==> src/rtl/serial_frame_receiver.sv <==
// Serial frame receiver: start bit, 6 data bits LSB first (bit5 = parity), stop bit.
// Hands complete frames to the downstream parity checker through a valid/ack holding register.
module serial_frame_receiver #(
  parameter int unsigned CLKS_PER_BIT = 16
) (
  input  logic       clk,
  input  logic       rst,
  input  logic       rx,
  output logic [5:0] frame_data,
  output logic       frame_valid,
  input  logic       frame_ack,
  output logic       framing_err,
  output logic       overrun
);

  localparam int unsigned CntW = (CLKS_PER_BIT > 1) ? $clog2(CLKS_PER_BIT) : 1;
  localparam logic [CntW-1:0] CntHalf = CntW'(CLKS_PER_BIT / 2 - 1);
  localparam logic [CntW-1:0] CntLast = CntW'(CLKS_PER_BIT - 1);
  localparam logic [2:0] IdxLast = 3'd5;

  typedef enum logic [2:0] {
    StIdle,
    StStart,
    StData,
    StStop,
    StWaitHi
  } state_e;

  state_e          state_q, state_d;
  logic            sync1_q, sync1_d;
  logic            sync2_q, sync2_d;
  logic [CntW-1:0] cnt_q, cnt_d;
  logic [2:0]      idx_q, idx_d;
  logic [5:0]      shift_q, shift_d;
  logic [5:0]      data_q, data_d;
  logic            valid_q, valid_d;
  logic            ferr_q, ferr_d;
  logic            ovr_q, ovr_d;
  logic            rx_s;

  assign rx_s = sync2_q;

  always_comb begin
    sync1_d = rx;
    sync2_d = sync1_q;
    state_d = state_q;
    cnt_d   = cnt_q;
    idx_d   = idx_q;
    shift_d = shift_q;
    data_d  = data_q;
    valid_d = valid_q;
    ferr_d  = 1'b0;
    ovr_d   = 1'b0;

    // A plain ack retires the held frame; a delivery at the same edge overrides below.
    if (frame_ack && valid_q) begin
      valid_d = 1'b0;
    end

    unique case (state_q)
      StIdle: begin
        cnt_d = '0;
        if (!rx_s) begin
          state_d = StStart;
        end
      end
      StStart: begin
        if (cnt_q == CntHalf) begin
          cnt_d   = '0;
          idx_d   = '0;
          state_d = rx_s ? StIdle : StData;
        end else begin
          cnt_d = cnt_q + 1'b1;
        end
      end
      StData: begin
        if (cnt_q == CntLast) begin
          cnt_d   = '0;
          shift_d = {rx_s, shift_q[5:1]};
          idx_d   = idx_q + 3'd1;
          if (idx_q == IdxLast) begin
            state_d = StStop;
          end
        end else begin
          cnt_d = cnt_q + 1'b1;
        end
      end
      StStop: begin
        if (cnt_q == CntLast) begin
          cnt_d = '0;
          if (rx_s) begin
            state_d = StIdle;
            if (!valid_q || frame_ack) begin
              data_d  = shift_q;
              valid_d = 1'b1;
            end else begin
              ovr_d = 1'b1;
            end
          end else begin
            ferr_d  = 1'b1;
            state_d = StWaitHi;
          end
        end else begin
          cnt_d = cnt_q + 1'b1;
        end
      end
      StWaitHi: begin
        // A held-low line (break) must return high before a new start is accepted.
        cnt_d = '0;
        if (rx_s) begin
          state_d = StIdle;
        end
      end
      default: begin
        state_d = StIdle;
        cnt_d   = '0;
      end
    endcase
  end

  always_ff @(posedge clk) begin
    if (rst) begin
      sync1_q <= 1'b1;
      sync2_q <= 1'b1;
      state_q <= StIdle;
      cnt_q   <= '0;
      idx_q   <= '0;
      shift_q <= '0;
      data_q  <= '0;
      valid_q <= 1'b0;
      ferr_q  <= 1'b0;
      ovr_q   <= 1'b0;
    end else begin
      sync1_q <= sync1_d;
      sync2_q <= sync2_d;
      state_q <= state_d;
      cnt_q   <= cnt_d;
      idx_q   <= idx_d;
      shift_q <= shift_d;
      data_q  <= data_d;
      valid_q <= valid_d;
      ferr_q  <= ferr_d;
      ovr_q   <= ovr_d;
    end
  end

  assign frame_data  = data_q;
  assign frame_valid = valid_q;
  assign framing_err = ferr_q;
  assign overrun     = ovr_q;

  err_pulses_exclusive: assert property (@(posedge clk) disable iff (rst)
    !(framing_err && overrun));

endmodule

==> config.mk <==
export PLATFORM = sky130hd
export DESIGN_NAME = serial_frame_receiver
export DESIGN_NICKNAME = d
export VERILOG_FILES = /design/src/rtl/serial_frame_receiver.sv
export SDC_FILE = /design/constraint.sdc
export NUM_CORES = 1
export LEC_CHECK = 0
export ABC_AREA = 1
export BUFFER_PORTS_ARGS = -buffer_cell sky130_fd_sc_hd__clkbuf_2
export CELL_PAD_IN_SITES_DETAIL_PLACEMENT = 0
export CELL_PAD_IN_SITES_GLOBAL_PLACEMENT = 1
export CORE_ASPECT_RATIO = 1.1
export CORE_MARGIN = 3
export CORE_UTILIZATION = 43
export DETAILED_ROUTE_END_ITERATION = 16
export PLACE_DENSITY = 0.77
export SYNTH_ARGS = -nofsm -noshare
export SYNTH_HDL_FRONTEND = slang
export SYNTH_SLANG_ARGS = --single-unit
==> constraint.sdc <==
create_clock -name clk -period 3.45 [get_ports clk]
set_input_delay 0.1725 -clock clk [delete_from_list [all_inputs] [get_ports clk]]
set_output_delay 0.1725 -clock clk [all_outputs]
set_load 0.1 [all_outputs]
== Yosys cells after proc, flatten, opt, wreduce, memory -nomap -nowiden ==
Cells that the tools add are included.

* Bits of input ports: 4
* Register bits after elaboration: 27
* Memories kept: 0
* Latch bits: 0
* Bits in writable memories: 0
* Output and inout bits: 9
* ROM bits: 0

* Div/mod/pow operators: 0
* Equal/unequal tests: 13
* Add/sub/neg operators: 2
* Reduce and logical (&&, ||, !) cells: 12
* Shift-type cells: 0
* Magnitude comparators: 0
* Multipliers: 0
* Bitwise gates (word level): 3
* Mux-type cells: 22

{| class="wikitable"
|+ Operators with widths
! operator !! number
|-
| $mux 3 || 9
|-
| $pmux 3 s5 || 1
|-
| $ne 2x2->1 const B || 6
|-
| $mux 4 || 2
|-
| $pmux 4 s2 || 1
|-
| $mux 1 || 7
|-
| $eq 3x2->1 const B || 2
|-
| $eq 3x3->1 const B || 2
|-
| $pmux 3 s2 || 1
|-
| $reduce_and 6->1 || 1
|-
| $add 4x1->4 const B || 1
|-
| $eq 4x3->1 const B || 1
|-
| $eq 4x4->1 const B || 1
|-
| $reduce_and 4->1 || 1
|-
| $reduce_or 4->1 || 1
|-
| $add 3x1->3 const B || 1
|-
| $eq 3x1->1 const B || 1
|-
| $logic_not 3->1 || 1
|-
| $not 1->1 || 3
|-
| $reduce_and 3->1 || 1
|-
| $reduce_or 3->1 || 1
|-
| $mux 2 || 1
|-
| $reduce_and 2->1 || 1
|-
| $reduce_bool 2->1 || 1
|-
| 4 further kinds || 4
|}

== Longest topological paths before layout ==
Gate-level depths: netlist of the first run.

* Depth after elaboration: 6
* Mapped depth: 9
* Depth with buffers taken out: 9

== Worst setup path before layout of the first run ==
No wires, ideal clock.

* Path kind: reg2reg
* Start: register valid_q, in the netlist frame_valid
* End: register data_q[0], in the netlist frame_data[0]
* Stages on the path, launching flop included: 7
* Required time: 3.333 ns
* Clock period less this slack: 1.671 ns
* Arrival time: 1.555 ns
* Buffers on the path: 1
* Setup slack: 1.779 ns
* Cell sequence: dfxtp_1 > inv_1 > nor2_1 > nor2_4 > buf_6 > nor2_1 > nor2_1

* Word-level cells in the longest chain between the ends: 3

{| class="wikitable"
|+ Ends and longest elaborated chain
! item !! line !! RTL
|-
| start: declaration || 36 || <nowiki>logic valid_q, valid_d;</nowiki>
|-
| start signal: assignment || 141 || <nowiki>valid_q <= valid_d;</nowiki>
|-
| $logic_not 1->1 || 93 || <nowiki>if (!valid_q || frame_ack) begin</nowiki>
|-
| $logic_or 1x1->1 || 93 ||
|-
| $reduce_and 4->1 (no line) || -- ||
|-
| end signal: assignment || 140 || <nowiki>data_q <= data_d;</nowiki>
|-
| end: declaration || 35 || <nowiki>logic [5:0] data_q, data_d;</nowiki>
|}

Every way passes these cells.
A chain may end at the register's enable or synchronous reset.

== Worst setup path in the final report of the first run ==
* Start: register cnt_q[0]
* End: register idx_q[0]

* Word-level cells in the longest chain between the ends: 3

{| class="wikitable"
|+ Ends and longest elaborated chain
! item !! line !! RTL
|-
| start: declaration || 32 || <nowiki>logic [CntW-1:0] cnt_q, cnt_d;</nowiki>
|-
| start signal: assignment || 137 || <nowiki>cnt_q <= cnt_d;</nowiki>
|-
| $eq 4x4->1 / $eq 4x3->1 (equally long branches) || 77, 68 ||
|-
| $ne 2x2->1 (no line) || -- ||
|-
| $reduce_and 3->1 (no line) * || -- ||
|-
| end signal: assignment || 138 || <nowiki>idx_q <= idx_d;</nowiki>
|-
| end: declaration || 33 || <nowiki>logic [2:0] idx_q, idx_d;</nowiki>
|}

Mark *: on every way between the ends. The rest lies on a longest branch, timed or not.

==> summary.md, run 1 <==
| Metric | Value |
|---|---|
| Req. time, crit path | `~3.7 ns` |
| NumNets Final | `around 190` |
| Maximum buffer depth of the clock tree | `2` |
| Grt total ovfl | `0` |
| H-tree Lvls | `1` |
| Final setup fails | `0` |
| Slowest stage delay, CP | `approximately 0.35 ns` |
| Vias | `1,000` |
| Final wirelength | `approximately 2.0 mm` |
| Clock sink total | `27` |
| DP HPWL | `between 1.5 and 2 mm` |
| Area leader, netlist | `dfxtp_1` |
| Worst hold slack | `around 0.033 ns` |
| DIE AREA | `about 3400 sq um` |
| Hold buffer count at CTS | `0` |
| Worst-path cell chain | `ha_1, nand3_1, inv_1, nand2_1, nand2_2, nand2_1, inv_1, nor2_1, nor2_1` |
| Top-count cell post-synth | `nor2_1` |
| Drt wl/cell | `9.606 microns` |
| Hold Vio Cnt, Final | `0` |
| Ports | `13` |
| Slew headroom | `0.6388` |
| Syn Nets | `approximately 170` |
| Clk root buf | `clkbuf_4` |
| Area Growth Syn to Fin | `8.333%` |
| CTS tree | `yes` |
| Worst setup SP type | `register` |
| MaxCap Viol Count | `0` |
| CTS buffer count | `3` |
| Leak | `approximately 0.56 nW` |
| # DRC | `0` |
| Slowest stage cell, crit path | `dfxtp_1` |
| Post-synth EDFFs | `0` |
| Buf+Inv Stages, Crit Path | `2` |
| Post-CTS sizing | `0` |
| Postcts setup bufs | `0` |
| Gp weighted congestion | `slightly below 0.8` |
| HP Class | `in -> reg` |
| Routed Antenna Nets | `0` |
| Gr usage total | `0.1357` |
| Port buffer count | `12` |
| Reg area | `about 540 sq um` |
| Status | `completed` |
| Clock Pin Slew Worst Setup and Hold Paths | `0.14 ns` |
| Clock latency on the worst-skew pair | `0.32 ns` |
| Ys flop type | `dfxtp_1` |
| Area contributors post-synth | `dfxtp_1, nor2_1, nand2_1` |
| Initial Util | `0.4620` |
| Diodes inserted | `0` |
| Top delay family on crit path | `simple AND/OR/NAND/NOR gates` |
| Top cells by count, synth | `nor2_1, nand2_1, dfxtp_1, inv_1, nand3_1` |
| Period utilization | `0.4651` |
| Average size of a mapped cell | `7.189 sq um` |
| Actual slew at the worst max-slew pin | `0.5441 ns` |
| Die H | `about 61 microns` |
| Gate Count Post-Synth | `165` |
| Max VDD drop | `0.3566 mV` |
| Fin crit period | `between 1.5 and 2 ns` |
| Endpoint class of the critical path | `register` |
| Drt pass-1 iters | `4` |
| Yosys reg bits | `27` |
| Die width | `56.08 microns` |
| Max Clk Rate | `623.2 MHz` |
| Yosys top cell area share | `0.4557` |
| Num rows | `19` |
| Area of the multi-input gates | `540.5 sq um` |
| Core Area | `around 2600 sq um` |
| RSZ-0062 raised after global routing | `false` |
| Final Slew Violations | `0` |
| Post-synthesis sequential area ratio | `0.4557` |
| Critical path fanouts, max | `13` |
| Yosys cell types | `21` |
| Vias/cell | `between 4 and 5` |
| Vias in the first global route | `~910` |
| Pwr Density | `roughly 570 nW/um^2` |
| Crit Path Class | `reg -> reg` |
| Fillers | `279` |
| Ys async rst share | `0` |
| First-pass GRT wire length | `between 3 and 4 mm` |
| Final setup TNS | `0 ns` |
| Post-Syn Area | `between 1000 and 1500 sq um` |
| CP arrival | `between 1.5 and 2 ns` |
| Share of cells above drive strength 1 | `0.1412` |
| Yosys warning total | `0` |
| Initial antenna violation count | `0` |
| Clk_skew | `~0.011 ns` |
| Drt first-iter violations | `16` |
| Largest net degree at the start of global routing | `17` |
flip-flops by register name, summed over array words and instances (netlist names):
| name | cells |
|---|---|
| rx_s | 1 |
| cnt_q | 4 |
| state_q | 3 |
| frame_data | 6 |
| sync1_q | 1 |
| framing_err | 1 |
| shift_q | 6 |
| frame_valid | 1 |
| idx_q | 3 |
| overrun | 1 |
routing by layer:
| metal | part of all wire | track usage | wire (microns) |
|---|---|---|---|
| met5 | 0 | 0 | 0 |
| met1 | 0.48 | 0.1544 | 968 |
| met2 | 0.47 | 0.2521 | 948 |
| met4 | 0.015 | 0.06102 | 30 |
| met3 | 0.026 | 0.02516 | 51 |
logic make-up (layout without fill, tap and decap cells):
logic type	after synthesis	in the layout	synth area share
AND/OR/NAND/NOR	92	92	0.3418
XOR/XNOR	2	2	0.01477
buffers and inverters	25	37	0.08860
adder cells (fa/ha/maj)	3	3	0.03165
AO/OA/AOI/OAI	16	16	0.06751
flip-flops	27	27	0.4557
cell type report:
cell class	count	area share
flip-flops and latches	27	0.4206
multi-input cells	113	0.4206
inverters	21	0.06134
repair buffers	12	0.04674
well taps	31	0.03019
clock buffers	4	0.02045
worst paths after layout:
kind                                           from                     to  slack [ns]  cells past startpoint
worst max-delay path            cnt_q[0]$_SDFF_PP0_  idx_q[0]$_SDFFE_PP0P_        1.85                      9
worst min register to register   sync1_q$_SDFF_PP1_        rx_s$_SDFF_PP1_        0.44                      1
worst max register to register  cnt_q[0]$_SDFF_PP0_  idx_q[0]$_SDFFE_PP0P_        1.85                      9
worst min-delay path                             rx     sync1_q$_SDFF_PP1_        0.03                      2
cells in the final DEF, fill, tap and decap left out:
master	n
nor2_1	37
nand2_1	29
dfxtp_1	27
inv_1	20
nand3_1	13
clkbuf_2	12
a21oi_1	10
o21ai_0	6
or2_2	4
nor3_1	3
ha_1	3
clkbuf_4	3
nand2_2	2
nor2_4	2
inv_2	1
nand3_2	1
xor2_1	1
xnor2_1	1
nor3b_1	1
clkbuf_1	1
through the flow:
step                setup WS [ns]  total power [mW]  std cells  area [sq um]    util
finish                      1.845            0.7362        208          1285  0.5005
global route                1.614            0.8056        208          1285  0.5005
CTS                         1.814            0.7472        208          1285  0.5005
detailed placement          1.838            0.6140        204          1259  0.4903
global placement            1.898            0.6093        204          1259  0.4903
floorplan                   1.779            0.5674        165          1186       -
power by group:
group	switching (mW)	internal (mW)	leakage, nW
clock network	0.0867	0.0452	0.0150
registers	0.0314	0.338	0.219
logic	0.150	0.0854	0.323
Note: power is estimated with default switching activity, not from simulation.
==> run 2, diff against run 1 <==
Settings changed: CORE_UTILIZATION 43 to 36, PLACE_DENSITY 0.77 to 0.69.
Clock period 3.45 ns to 1.4 ns, I/O delays scaled along.
==> run 2 against run 1 <==
- maximum frequency grew 21%
- final cell count grew 5.8%
- register-to-register slack lost 1.8 ns
- cell area grew 11%
- critical path depth is the same
- clock-buffer cell count is the same
- flip-flop and latch count is the same
- die area grew 17%
- critical path type unchanged
- critical endpoint is now state_q[1]$_SDFFE_PP0P_
==> summary.md, run 2 (same netlist as run 1, synthesis figures left out) <==
| Metric | Value |
|---|---|
| Status | `completed (unchanged)` |
| Worst setup SP type | `register (unchanged)` |
| Routed Antenna Nets | `0 (unchanged)` |
| CTS tree | `yes (unchanged)` |
| Period utilization | `0.9436 (was 0.4651)` |
| Vias | `1,040 (was 1,000)` |
| Area of the multi-input gates | `609.3 sq um (was 540.5 sq um)` |
| Fin crit period | `1.321 ns (was 1.605 ns)` |
| Commonest non-fill, non-tap cell in the layout | `nor2_1 (unchanged)` |
| Num rows | `21 (was 19)` |
| Clock Pin Slew Worst Setup and Hold Paths | `0.14 ns (about the same)` |
| MaxCap Viol Count | `0 (unchanged)` |
| Die width | `60.73 microns (was 56.08 microns)` |
| Clk root buf | `clkbuf_4 (unchanged)` |
| Final setup TNS | `0 ns (unchanged)` |
| Vias in the first global route | `935 (was 911)` |
| Drt wl/cell | `10.30 microns (was 9.606 microns)` |
| DIE AREA | `4020 sq um (was 3425 sq um)` |
| Port buffer count | `12 (unchanged)` |
| Core Area | `3100 sq um (was 2567 sq um)` |
| Final wirelength | `2.267 mm (was 1.998 mm)` |
| Design Power | `1.934 mW (was 736.2 uW)` |
| NumNets Final | `194 (was 185)` |
| Vias/cell | `4.727 (was 4.808)` |
| Final setup fails | `0 (unchanged)` |
| Pre-CTS WS | `0.001961 ns (was 1.838 ns)` |
| Reg area | `546.8 sq um (was 540.5 sq um)` |
| Drt first-iter violations | `38 (was 16)` |
| CP arrival | `1.55 ns (was 1.84 ns)` |
| Critical path fanouts, max | `3 (was 13)` |
| DP HPWL | `1.626 mm (was 1.570 mm)` |
| Leak | `0.5940 nW (was 0.5567 nW)` |
| Share of cells above drive strength 1 | `0.2688 (was 0.1412)` |
| Clock sink total | `27 (unchanged)` |
| Grt total ovfl | `0 (unchanged)` |
| Gp weighted congestion | `0.8410 (was 0.7892)` |
| Diodes inserted | `0 (unchanged)` |
| Max Clk Rate | `757.0 MHz (was 623.2 MHz)` |
| Die H | `66.20 microns (was 61.09 microns)` |
| Endpoint class of the critical path | `register (unchanged)` |
| Req. time, crit path | `1.63 ns (was 3.68 ns)` |
| # DRC | `0 (unchanged)` |
| Final setup margin | `0.07897 ns (was 1.845 ns)` |
| Actual slew at the worst max-slew pin | `0.5408 ns (was 0.5441 ns)` |
| Clock latency on the worst-skew pair | `0.32 ns (about the same)` |
| R2r setup slk | `0.08 ns (was 1.85 ns)` |
| Final Slew Violations | `0 (unchanged)` |
| Fillers | `328 (was 279)` |
| CTS buffer count | `3 (unchanged)` |
| HP Class | `in -> reg (unchanged)` |
| Initial antenna violation count | `0 (unchanged)` |
| Maximum buffer depth of the clock tree | `2 (unchanged)` |
| Gr usage total | `0.1292 (was 0.1357)` |
| Clk_skew | `0.003430 ns (was 0.01139 ns)` |
| H-tree Lvls | `1 (unchanged)` |
| Initial Util | `0.3826 (was 0.4620)` |
| Drt pass-1 iters | `4 (unchanged)` |
| Largest net degree at the start of global routing | `17 (unchanged)` |
| Pwr Density | `1356 nW/um^2 (was 572.9 nW/um^2)` |
| Slew headroom | `0.6410 (was 0.6388)` |
| Area Growth Syn to Fin | `20.25% (was 8.333%)` |
| Commonest non-fill, non-tap cells in the layout | `nor2_1, nand2_1, dfxtp_1 (unchanged)` |
| First-pass GRT wire length | `3.891 mm (was 3.629 mm)` |
| Ports | `13 (unchanged)` |
| Crit Path Class | `reg -> reg (unchanged)` |
| Hold Vio Cnt, Final | `0 (unchanged)` |
| Max VDD drop | `0.6984 mV (was 0.3566 mV)` |
[run 2: through the flow]
step / utilization / instances / area, sq um / hold slack, ns
floorplan: - / 165 / 1187 / 0.1738
global placement: 0.4221 / 213 / 1309 / 0.2531
detailed placement: 0.4221 / 213 / 1309 / 0.2586
CTS: 0.4399 / 219 / 1364 / 0.001017
global route: 0.4600 / 220 / 1426 / 0.01064
finish: 0.4600 / 220 / 1426 / 0.01260
[run 2: what timing repair did]
item                                    CTS  global route
setup buffers                             0             1
hold buffers                              1             0
pin swaps                                 1             5
endpoints found under the setup margin    6            20
gates resized for setup                   2            18
cloned                                    1             0
hold endpoints to repair                  1             0
[run 2: cell type report]
class,instances,share of cell area
inverters,21,0.05526
well taps,34,0.02982
repair buffers,20,0.08597
clock buffers,4,0.01842
multi-input cells,114,0.4272
flip-flops and latches,27,0.3833
[run 2: final timing paths]
check             depth (start not counted)                       to           startpoint
hold / removal                            2   frame_valid$_SDFF_PP0_                  rst
setup / recovery                          9  state_q[1]$_SDFFE_PP0P_  cnt_q[0]$_SDFF_PP0_
hold reg to reg                           1          rx_s$_SDFF_PP1_   sync1_q$_SDFF_PP1_
setup reg to reg                          9  state_q[1]$_SDFFE_PP0P_  cnt_q[0]$_SDFF_PP0_
[run 2: worst max-delay path: stages, from the launching register on]
cell     delay [ns]
dfxtp_2        0.39
ha_4           0.15
buf_4          0.11
nand2_1        0.07
nor2_2         0.12
nor2_2         0.05
nor2_2         0.15
nand3_1        0.08
nand2_1        0.07
nor2_1         0.05
[run 2: power breakdown]
| group | total [mW] | internal (mW) | switching (mW) |
|---|---|---|---|
| clock | 0.328 | 0.111 | 0.217 |
| combinational | 0.688 | 0.264 | 0.424 |
| sequential | 0.918 | 0.839 | 0.0789 |
| total | 1.93 | 1.21 | 0.720 |
[run 2: layer usage]
metal | vias up | routed length [microns] | GRT usage
met5 | - | 0 | 0
met4 | 0 | 34 | 0.05691
met3 | 4 | 52 | 0.02930
met2 | 14 | 1193 | 0.2353
met1 | 463 | 987 | 0.1370
li1 | 559 | - | -
